**config.mk**
```make
export PLATFORM = sky130hd
export DESIGN_NAME = sa_ram_rd_burst_64x129
export DESIGN_NICKNAME = d
export VERILOG_FILES = /design/src/rtl/sa_ram_rd_burst_64x129.sv
export SDC_FILE = /design/constraint.sdc
export NUM_CORES = 1
export LEC_CHECK = 0
export ABC_AREA = 1
export CAP_MARGIN = 20
export CORE_AREA = 2 2 110 112
export CTS_BUF_LIST = sky130_fd_sc_hd__clkbuf_8
export DETAILED_ROUTE_END_ITERATION = 12
export DIE_AREA = 0 0 112 114
export MAX_ROUTING_LAYER = met4
export PLACE_DENSITY_LB_ADDON = 0.08
export SKIP_CTS_REPAIR_TIMING = 1
export SYNTH_ARGS = -nofsm -noshare
export SYNTH_HDL_FRONTEND = slang
export SYNTH_SLANG_ARGS = --single-unit
```
**constraint.sdc**
```tcl
create_clock -name nvdla_core_clk -period 1.2 [get_ports nvdla_core_clk]
set_input_delay 0.24 -clock nvdla_core_clk [delete_from_list [all_inputs] [get_ports nvdla_core_clk]]
set_output_delay 0.24 -clock nvdla_core_clk [all_outputs]
set_load 0.03 [all_outputs]
```
**src/rtl/sa_ram_rd_burst_64x129.sv**
```systemverilog
// Read-side burst controller for the 64x129 two-stage-read SRAM.
// Issues a wrapping address stream and returns beats over valid/ready.
module sa_ram_rd_burst_64x129 (
    input  logic         nvdla_core_clk,
    input  logic         nvdla_core_rstn,
    input  logic         cmd_pvld,
    output logic         cmd_prdy,
    input  logic [5:0]   cmd_addr,
    input  logic [5:0]   cmd_len,
    output logic [5:0]   ram_ra,
    output logic         ram_re,
    output logic         ram_ore,
    input  logic [128:0] ram_dout,
    output logic         rsp_pvld,
    input  logic         rsp_prdy,
    output logic [128:0] rsp_pd,
    output logic         rsp_last,
    output logic         rd_busy
);

    typedef enum logic [0:0] {
        IDLE = 1'b0,
        RUN  = 1'b1
    } state_t;

    state_t     state;
    logic [5:0] cur_addr;
    logic [5:0] rem;
    logic       v1;
    logic       l1;
    logic       v2;
    logic       l2;
    logic       run;
    logic       adv1;

    assign run      = (state == RUN);
    assign ram_ore  = v1 && (!v2 || rsp_prdy);
    assign adv1     = !v1 || ram_ore;
    assign ram_re   = run && adv1;
    assign ram_ra   = cur_addr;
    assign cmd_prdy = !run;
    assign rsp_pvld = v2;
    assign rsp_last = l2;
    assign rsp_pd   = ram_dout;
    assign rd_busy  = run || v1 || v2;

    always_ff @(posedge nvdla_core_clk or negedge nvdla_core_rstn) begin
        if (!nvdla_core_rstn) begin
            state    <= IDLE;
            cur_addr <= 6'd0;
            rem      <= 6'd0;
            v1       <= 1'b0;
            l1       <= 1'b0;
            v2       <= 1'b0;
            l2       <= 1'b0;
        end else begin
            unique case (state)
                IDLE: begin
                    if (cmd_pvld) begin
                        cur_addr <= cmd_addr;
                        rem      <= cmd_len;
                        state    <= RUN;
                    end
                end
                RUN: begin
                    if (ram_re) begin
                        cur_addr <= cur_addr + 6'd1;
                        rem      <= rem - 6'd1;
                        if (rem == 6'd0)
                            state <= IDLE;
                    end
                end
                default: state <= IDLE;
            endcase

            // Stage 1 mirrors the RAM address register.
            if (ram_re) begin
                v1 <= 1'b1;
                l1 <= (rem == 6'd0);
            end else if (ram_ore) begin
                v1 <= 1'b0;
            end

            // Stage 2 mirrors the RAM output register.
            if (ram_ore) begin
                v2 <= 1'b1;
                l2 <= l1;
            end else if (v2 && rsp_prdy) begin
                v2 <= 1'b0;
            end
        end
    end

endmodule

```
# Word-level counts from Yosys, hierarchy flattened
# Cells that the tools add are included.
dict set report totals {
  elab_cells 40
  in_bits 145
  output_inout_bits 141
  register_bits 17
}
dict set report classes {
  n_reduce_logical 14
  n_addsub 2
  muxes 14
  n_bitwise 1
  n_eq_ne 2
}
# cell n
set op_table {}
lappend op_table {{$mux W6} 4}
lappend op_table {{$pmux W6 S2} 2}
lappend op_table {{$mux W1} 7}
lappend op_table {{$add A6 B1 Y6 const B} 1}
lappend op_table {{$logic_not A6 Y1} 1}
lappend op_table {{$sub A6 B1 Y6 const B} 1}
lappend op_table {{$logic_or A1 B1 Y1} 4}
lappend op_table {{$ne A2 B2 Y1 const B} 2}
lappend op_table {{$reduce_bool A2 Y1} 2}
lappend op_table {{$logic_and A1 B1 Y1} 3}
lappend op_table {{$logic_not A1 Y1} 3}
lappend op_table {{$pmux W1 S2} 1}
lappend op_table {{$reduce_and A2 Y1} 1}
lappend op_table {{$not A1 Y1} 1}

# Logic depth before layout (Yosys ltp)
# Gate-level depths: netlist (run 1).
dict set report depth {
  word_depth 7
  ltp_mapped 9
  depth_no_buf 8
}

# Least setup slack after synthesis (run 1)
# Ideal clock, no wire load.
dict set report synth_path {
  path_kind {register to register}
  from {register v2, in the netlist rsp_pvld}
  to {register state, in the netlist run}
  stages_incl_launch_ff 7
  setup_slack_ns -0.104
  arrival_time_ns 1.187
  setup_time_ns 0.117
  synth_period_minus_slack_ns 1.304
  n_path_buf 0
  cell_sequence {dfrtp_1 > nand3_1 > nand2_2 > inv_1 > nand2_1 > nand2_1 > nand2_1}
}
dict set report synth_between {
  elab_chain_cells 7
}
# item line_no
set synth_lines {}
lappend synth_lines {{start, declared} 31} ;# logic v2;
lappend synth_lines {{start signal, assigned} 54} ;# v2 <= 1'b0;
lappend synth_lines {{start signal, assigned} 86} ;# v2 <= 1'b1;
lappend synth_lines {{start signal, assigned} 89} ;# v2 <= 1'b0;
lappend synth_lines {{$logic_not A1 Y1} 37} ;# assign ram_ore = v1 && (!v2 || rsp_prdy);
lappend synth_lines {{$logic_or A1 B1 Y1} 37}
lappend synth_lines {{$logic_and A1 B1 Y1} 37}
lappend synth_lines {{$logic_or A1 B1 Y1} 38} ;# assign adv1 = !v1 || ram_ore;
lappend synth_lines {{$logic_and A1 B1 Y1} 39} ;# assign ram_re = run && adv1;
lappend synth_lines {{named net ram_re} 11} ;# output logic ram_re,
lappend synth_lines {{$mux W1} 66} ;# if (ram_re) begin
lappend synth_lines {{$pmux W1 S2} 57} ;# unique case (state)
lappend synth_lines {{end signal, assigned} 62} ;# state <= RUN;
lappend synth_lines {{end signal, assigned} 70} ;# state <= IDLE;
lappend synth_lines {{end signal, assigned} 73} ;# default: state <= IDLE;
lappend synth_lines {{end, declared} 26} ;# state_t state;
# The timed path passes the listed nets, and every way through them passes these cells.
# A chain may end at the register's enable or synchronous reset.

# Worst setup path in the final report (run 1)
dict set report layout_path {
  from {register state, in the netlist run}
  to {output ram_re}
}
dict set report layout_between {
  elab_chain_cells 1
}
# item line_no
set layout_lines {}
lappend layout_lines {{start signal, assigned} 49} ;# state <= IDLE;
lappend layout_lines {{start signal, assigned} 62}
lappend layout_lines {{start signal, assigned} 70}
lappend layout_lines {{$logic_and A1 B1 Y1} 39}
lappend layout_lines {{end, declared} 11}
# Every way passes these cells.

==> results of run 1 <==
cell usage in the layout, fill, tap and decap left out, types with 2 or more instances in the layout:
master / Yosys / final
a21oi_1: 3 / 3
clkbuf_8: 0 / 3
inv_1: 13 / 7
nor2_1: 15 / 11
o21ai_0: 11 / 6
o21ai_2: 1 / 2
inv_2: 1 / 5
xor2_1: 2 / 2
nand2_4: 2 / 2
nand3_1: 8 / 7
nor2_2: 2 / 5
nand2_1: 42 / 37
dfrtp_1: 17 / 13
buf_6: 4 / 15
buf_4: 130 / 31
nand2_8: 0 / 2
o21ai_1: 6 / 10
buf_12: 0 / 2
clkdlybuf4s50_1: 0 / 14
ha_4: 0 / 2
nand2_2: 1 / 4
dfrtp_2: 0 / 4
tightest hold or removal path, cell delays in order:
cell and delay, ns:
dlymetal6s2s_1 0.09, inv_2 0.06, nand3_4 0.09, nand2_1 0.05
metrics by stage:
step           total power [mW]  instance area, sq um  setup TNS (ns)  hold slack, ns
4_1_cts                   4.296                  1645         -0.9817          0.3187
3_3_place_gp              3.863                  1599          -3.728          0.4802
2_1_floorplan             3.510                  2013               0        -0.05559
5_1_grt                   5.487                  1933          -1.397          0.3187
3_5_place_dp              3.811                  1599          -3.650          0.4802
6_report                  5.018                  1933         -0.6374          0.3042
sequential cells by signal, indices dropped and copies added (netlist names):
name	cells
rsp_pvld	1
v1	1
rem	6
run	1
l1	1
rsp_last	1
ram_ra	6
how the worst max path moves through the flow:
stage / startpoint / to / slack (ns) / depth (start not counted)
2_1_floorplan: rsp_pvld / l1 / 0.005 / 5
3_3_place_gp: rsp_prdy / rem[5] / -0.29 / 9
3_5_place_dp: rsp_prdy / rem[5] / -0.29 / 9
4_1_cts: rsp_prdy / ram_re / -0.29 / 6
5_1_grt: run / ram_re / -0.24 / 4
6_report: run / ram_re / -0.19 / 4
cells by family (layout without fill, tap and decap cells):
logic type	after synthesis	count (layout)
DFF	17	17
and+or+nand+nor	72	72
buffers and inverters	149	83
xor gates and xnor gates	2	2
AOI/OAI and AO/OA	23	23
adders and majority gates	3	3
Yosys cell counts:
master   count
nand2_4      2
o21ai_0     11
inv_4        1
ha_1         3
o21a_1       1
nand2_2      1
o21ai_1      6
buf_6        4
o21ai_2      1
nor3_1       1
nand2_1     42
inv_1       13
nor2_2       2
inv_2        1
nand3_1      8
xor2_1       2
nor2_1      15
a22oi_2      1
nand4_1      1
buf_4      130
dfrtp_1     17
a21oi_1      3
cell type report:
cell class | count | share of cell area
timing repair buffer | 63 | 0.3074
multi-input combinational | 100 | 0.3061
sequential | 17 | 0.2227
tap | 147 | 0.09515
inverter | 15 | 0.04142
clock buffer | 3 | 0.02136
timing repair inverter | 1 | 0.003236
clock inverter | 1 | 0.002589
report_power, final:
part / switching [mW] / internal [mW] / total [mW]
clock: 0.222 / 0.231 / 0.452
combinational: 1.79 / 1.65 / 3.44
sequential: 0.274 / 0.849 / 1.12
metal layers:
metal | routed length (microns) | vias to the layer above
met5 | 0 | -
met3 | 401 | 40
met1 | 1914 | 536
met2 | 2032 | 46
li1 | - | 557
met4 | 196 | 0
==> metrics list, run 1 <==
- The run finished, with violations left.
- Violations in the final reports: negative setup slack
* Number of antenna violations at the first check in global routing: 0
- For the final database, setup skew stands at 0.01057 ns.
- The count of endpoints failing hold in the final timing report came to 0.
- Dividing the final minimum period by the clock period gives 1.157.
- Sequential cell area fraction in the yosys report: 0.2132
- Total setup violations reported at the end of the flow: 7
- Worst Tran Pin Value: 0.2671 ns
* Antenna diode count: 0
- Kind of end point of the critical path: primary output
- Maximum vdd drop: 0.8621 mV
- Worst-case reg-to-reg path depth: 8
- The cell family contributing the most delay on the critical path is buffers and inverters.
- In the final layout, the share of cells above drive strength 1 is 0.4300.
- The first TritonRoute pass finished after 4 iterations.
- Once detail routing completed, the nets flagged for antenna violations numbered 0.
- Setup slack, reg-to-reg: -0.08 ns
- For the worst setup path, the data required time is 0.96 ns.
- Number of buffers and inverters on the critical path: 3
* Port Buffers: 27
- Final HPWL from detailed placement: 3388 microns
- The average instance in the mapped netlist occupies 7.502 sq um.
* Average vias per placed instance: 3.398
* Top area cells in the synthesized netlist: buf_4, dfrtp_1, nand2_1, nor2_1, o21ai_0
- The clock passes through at most 2 buffers.
- Global Route met3 Usage: 0.02657
- For met2 alone, demand over resource in global routing was 0.1042.
- Max-cap check violation count: 0
- Longest individual stage delay on the worst path: 0.40 ns
- Floorplan core area: 0.01171 sq mm
- TritonCTS built the clock tree.
- Of the total synthesized cell area, the portion taken by AND, OR, NAND and NOR gates is 0.1536.
* Setup Crit Path Kind: flop to primary output
- Number of cells on the worst hold path: 4
- For this run, the total global-route usage over all layers was measured as 0.06944.
* Vias in the first global route: 1188
- Summed over all layers, the global routing overflow is 0.
- Final Wtd Congestion: 0.6143
- Fillers: 1368
* Cell at the root of the clock tree: clkbuf_8
* Via count: 1179
- Proportion of netlist area held by the largest area contributor: 0.4890
- Based on the critical path, the design can be clocked at up to 720.0 MHz.
- The biggest area contributor in the post-synthesis netlist is buf_4.
- Final design utilization: 0.1651
- Series of cell instances along the critical path: buf_6 -> nand2_4 -> clkinvlp_4 -> buf_6
* CTS clk-pin slew, worst paths: 0.08 ns
* Warnings, synthesis: 0
- The first routing iteration left 33 violations.
* Main combinational cell family by area after synthesis: buffers and inverters
- Most Used Layer, Global Route: met2
- The die is 112 microns wide.
* Power density over the cells: 2596 mW/mm^2
- In this run the number of H-tree levels came out at 1.
* Clock network latency to the later pin of the worst-skew pair: 0.26 ns
* # clock sinks: 17
- Critical Path Most Common Cell: buf_6
- For this design, the slowest cell found on the critical path is dfrtp_1.
- The number of clock buffers added by TritonCTS is 3.
- In the final layout, flip-flops and latches occupy 430.4 sq um.
- Relative area change from synthesis to final layout: -3.135%
* I/O pin count: 286
* Non-filler cells in the finished layout: 347
- After detailed routing, the average wire length per cell comes to 13.10 microns.
* Area share of fa/ha/maj cells after synthesis: 0.01881
* Number of distinct library cells after synthesis: 22
- The post-synthesis compound-gate area fraction is 0.06458.
* Xor-xnor portion of the synthesized cell area: 0.008777
- Worst rel slew slack: 0.8214
- After synthesis, the share of cell area in mux cells is 0.
* Hold Path Sink: v1
- Start point of the worst hold path: rsp_prdy
- Post-route minimum period: 1.389 ns
- At the worst endpoint, the arrival time is 1.15 ns.
* Cell count after placement: 327
- The tightest min-delay check is of the input pin to flop type.
- In the global route stage, met1 resource usage came out at 0.07884.
- Measured along the y axis, the die boundary spans 114 microns.
- Maximum fanout count along the critical path: 5
- The first global-routing pass estimated 6610 microns of wire.
- Leakage power summed over all cells: 0.8627 nW
* Setup crit start kind: flop
- The floorplan step defined a die boundary enclosing 0.01277 sq mm.
- Worst Slack Setup Final: -0.1888 ns
* Net count after synthesis: 414
- In the final layout, the multi-input gates occupy 591.8 sq um.
* Unrepaired setup endpoints after global routing: yes
- Reg2reg end: ram_ra[4]
* Initial core utilization: 0.1704
- Synth Instances: 266
- Number of rows created at floorplan: 40
- Synthesis-stage register bit count: 17
- After synthesis the cells add up to 0.001996 sq mm.
* Post-detailed-route DRC marker count: 0
- In the final design database the tool counted 349 nets.
- Maximum number of pins on one net before global-route repair: 18
- The number of slew-limit violations in the final report was 0.
* Launch instance of the worst register-to-register path: run
* Wirelength, routed: 4544 microns
* Post-Place Worst Slack: -0.2925 ns
Note: power is estimated with default switching activity, not from simulation.
==> run 2: changes to the inputs <==
--- a/config.mk
+++ b/config.mk
@@ -9,10 +9,11 @@
 export CAP_MARGIN = 20
 export CORE_AREA = 2 2 110 112
 export CTS_BUF_LIST = sky130_fd_sc_hd__clkbuf_8
+export CTS_CLUSTER_DIAMETER = 50
 export DETAILED_ROUTE_END_ITERATION = 12
 export DIE_AREA = 0 0 112 114
 export MAX_ROUTING_LAYER = met4
-export PLACE_DENSITY_LB_ADDON = 0.08
+export PLACE_DENSITY = 0.7
 export SKIP_CTS_REPAIR_TIMING = 1
 export SYNTH_ARGS = -nofsm -noshare
 export SYNTH_HDL_FRONTEND = slang
==> run 2 against run 1 <==
Net effect: critical path type unchanged; cell area down 8.1%; sequential share of layout area up 2.0 points; highest routed layer unchanged; the run still ends with negative setup slack left; wire length up 9.7%; global-route usage up 0.99 points; final cell count down 4.9%.
==> metrics list, run 2 (synthesis results as in run 1) <==
- Run status: complete, but fails checks (unchanged)
- Violations in the final reports: negative setup slack (unchanged)
- Final slew viol count: 0 (unchanged)
- The total global-route track usage was 0.07938 (was 0.06944).
- Setup crit start kind: flop (unchanged)
* Overall die height: 114 microns (unchanged)
- Number of antenna violations at the first check in global routing: 0 (unchanged)
* Start point of the worst hold path: rsp_prdy (unchanged)
- Leading cell type in the layout, fill and taps excluded: nand2_1 (unchanged)
- The via count of the first global-routing pass was 1198 (was 1188).
* Leading cell types in the layout, fill and taps excluded: nand2_1, buf_4, clkdlybuf4s50_1 (was nand2_1, buf_4, buf_6)
- TritonCTS clock tree: yes (unchanged)
- The number of nets with antenna violations after detailed routing came to 0 (unchanged).
- Maximum number of pins on one net before global-route repair: 18 (unchanged)
- The synthesis-to-layout area growth came to -10.97% (was -3.135%).
- The width of the chip was 112 microns (unchanged).
- Post-route minimum period: 1.346 ns (was 1.389 ns)
- The critical setup path kind is flop to primary output (unchanged).
* Initial core utilization: 0.1704 (unchanged)
- The final hold slack is 0.2760 ns (was 0.3042 ns).
- The kind of capture point of the worst setup path was a primary output (unchanged).
- Count of endpoints failing hold in the final timing report: 0 (unchanged)
- The wire length per cell is 15.11 microns (was 13.10 microns).
- The boundary pin count came to 286 (unchanged).
* Setup slack, reg-to-reg: 0.01 ns (was -0.08 ns)
- The worst setup slack before clock tree synthesis is -0.2560 ns (was -0.2925 ns).
- Fillers: 1343 (was 1368)
- The number of DRC markers in iteration 0 is 33 (unchanged).
* Total number of nets in the final design: 332 (was 349)
* Unrepaired setup endpoints after global routing: yes (unchanged)
- The number of clock buffers inserted by TritonCTS was 3 (unchanged).
- The buffer depth of the longest clock path is 2 (unchanged).
* Number of rows created at floorplan: 40 (unchanged)
- The instance count along the most critical hold path came to 4 (unchanged).
- Final HPWL from detailed placement: 4187 microns (was 3388 microns)
- The sum of overflow across all layers after global routing was 0 (unchanged).
- The total power per unit cell area was 2587 mW/mm^2 (was 2596 mW/mm^2).
- Hold Path Class: input pin to flop (unchanged)
- Pre-antenna DRT Iters: 4 (unchanged)
* Wirelength, routed: 4985 microns (was 4544 microns)
* Final Wtd Congestion: 0.8196 (was 0.6143)
- The peak fanout along the critical path is 4 (was 5).
- Hold Path Sink: rsp_pvld (was v1)
* Worst-case reg-to-reg path depth: 7 (was 8)
- Fmax: 742.9 MHz (was 720.0 MHz)
- The root buffer selected by CTS was clkbuf_8 (unchanged).
- Worst Slack Setup Final: -0.1460 ns (was -0.1888 ns)
- Port Buffers: 27 (unchanged)
* Clock network latency to the later pin of the worst-skew pair: 0.26 ns (about the same)
- The leakage power of the design is 0.8089 nW (was 0.8627 nW).
- The critical register-to-register path endpoint was ram_ra[2] (was ram_ra[4]).
- Via count: 1208 (was 1179)
- Clock Skew: 0.007051 ns (was 0.01057 ns)
* Max-cap check violation count: 0 (unchanged)
- # clock sinks: 17 (unchanged)
- The area of the core is 0.01171 sq mm (unchanged).
- Global-route wire length before repair: 7300 microns (was 6610 microns)
- The count of unresolved DRC violations after routing was 0 (unchanged).
- The antenna cell count was 0 (unchanged).
- The via-per-instance ratio is 3.661 (was 3.398).
- Worst Tran Pin Value: 0.2286 ns (was 0.2671 ns)
- Critical path data arrival time: 1.11 ns (was 1.15 ns)
- The worst ir drop on vdd came to 1.135 mV (was 0.8621 mV).
- CTS clk-pin slew, worst paths: 0.07 ns (was 0.08 ns)
- The floorplan die area was 0.01277 sq mm (unchanged).
- Proportion of layout cells with a drive suffix above 1: 0.3607 (was 0.4300)
- Worst rel slew slack: 0.8476 (was 0.8214)
* CTS H-Tree Depth: 1 (unchanged)
- Required time at the endpoint of the critical path: 0.96 ns (about the same)
- The final period utilization is 1.122 (was 1.157).
- Launch instance of the worst register-to-register path: rsp_pvld (was run)
- The number of setup violations in the final report came to 4 (was 7).
## run 2: cell types whose count changed in the layout (fill, tap and decap cells not counted), sizes merged
cell,delta
buf,-16
clkinv,-1
## run 2: per-stage QoR
stage | utilization | TNS, ns | cells | total power [mW] | instance area (sq um)
floorplan | - | 0 | 266 | 3.510 | 2013
global placement | 0.1382 | -2.993 | 323 | 3.776 | 1619
detailed placement | 0.1382 | -3.069 | 323 | 3.854 | 1619
CTS | 0.1422 | -0.7139 | 327 | 4.301 | 1665
global route | 0.1517 | -0.7704 | 330 | 5.001 | 1777
finish | 0.1517 | -0.3708 | 330 | 4.596 | 1777
## run 2: worst max path at each step
stage                         from     end  slack [ns]  cells after the start
after floorplan           rsp_pvld      l1       0.005                      5
after global placement    rsp_prdy  ram_re       -0.26                      6
after detailed placement  rsp_prdy  rem[5]       -0.26                      9
after CTS                 rsp_prdy  ram_re       -0.25                      6
after global routing      rsp_pvld  ram_re       -0.21                      4
final                     rsp_pvld  ram_re       -0.15                      4
## run 2: critical path, stage by stage, from the launching register on
cell and delay [ns]:
dfrtp_2 0.40, nand3_2 0.10, nand2_4 0.11, clkinvlp_4 0.10
buf_6 0.14
## run 2: area by class of cell
class	instances	area, sq um	share of cell area
tap	147	183.9	0.1035
clock inverter	1	5.005	0.002817
sequential	17	431.7	0.2430
inverter	15	65.06	0.03662
clock buffer	3	41.29	0.02324
multi-input combinational	100	551.8	0.3106
timing repair buffer	47	498.0	0.2803
## run 2: where the power goes
| part | internal (mW) | switching, mW | total [mW] |
|---|---|---|---|
| clock | 0.231 | 0.206 | 0.437 |
| sequential | 0.853 | 0.293 | 1.15 |
| combinational | 1.45 | 1.56 | 3.01 |
## run 2: routing by layer
| layer | vias to the layer above | global-route usage | share of wire | wire length (microns) |
|---|---|---|---|---|
| met5 | - | - | 0 | 0 |
| met3 | 42 | 0.05632 | 0.14 | 689 |
| li1 | 526 | - | - | - |
| met2 | 92 | 0.1281 | 0.51 | 2523 |
| met4 | 0 | 0.04553 | 0.056 | 278 |
| met1 | 548 | 0.06786 | 0.30 | 1494 |
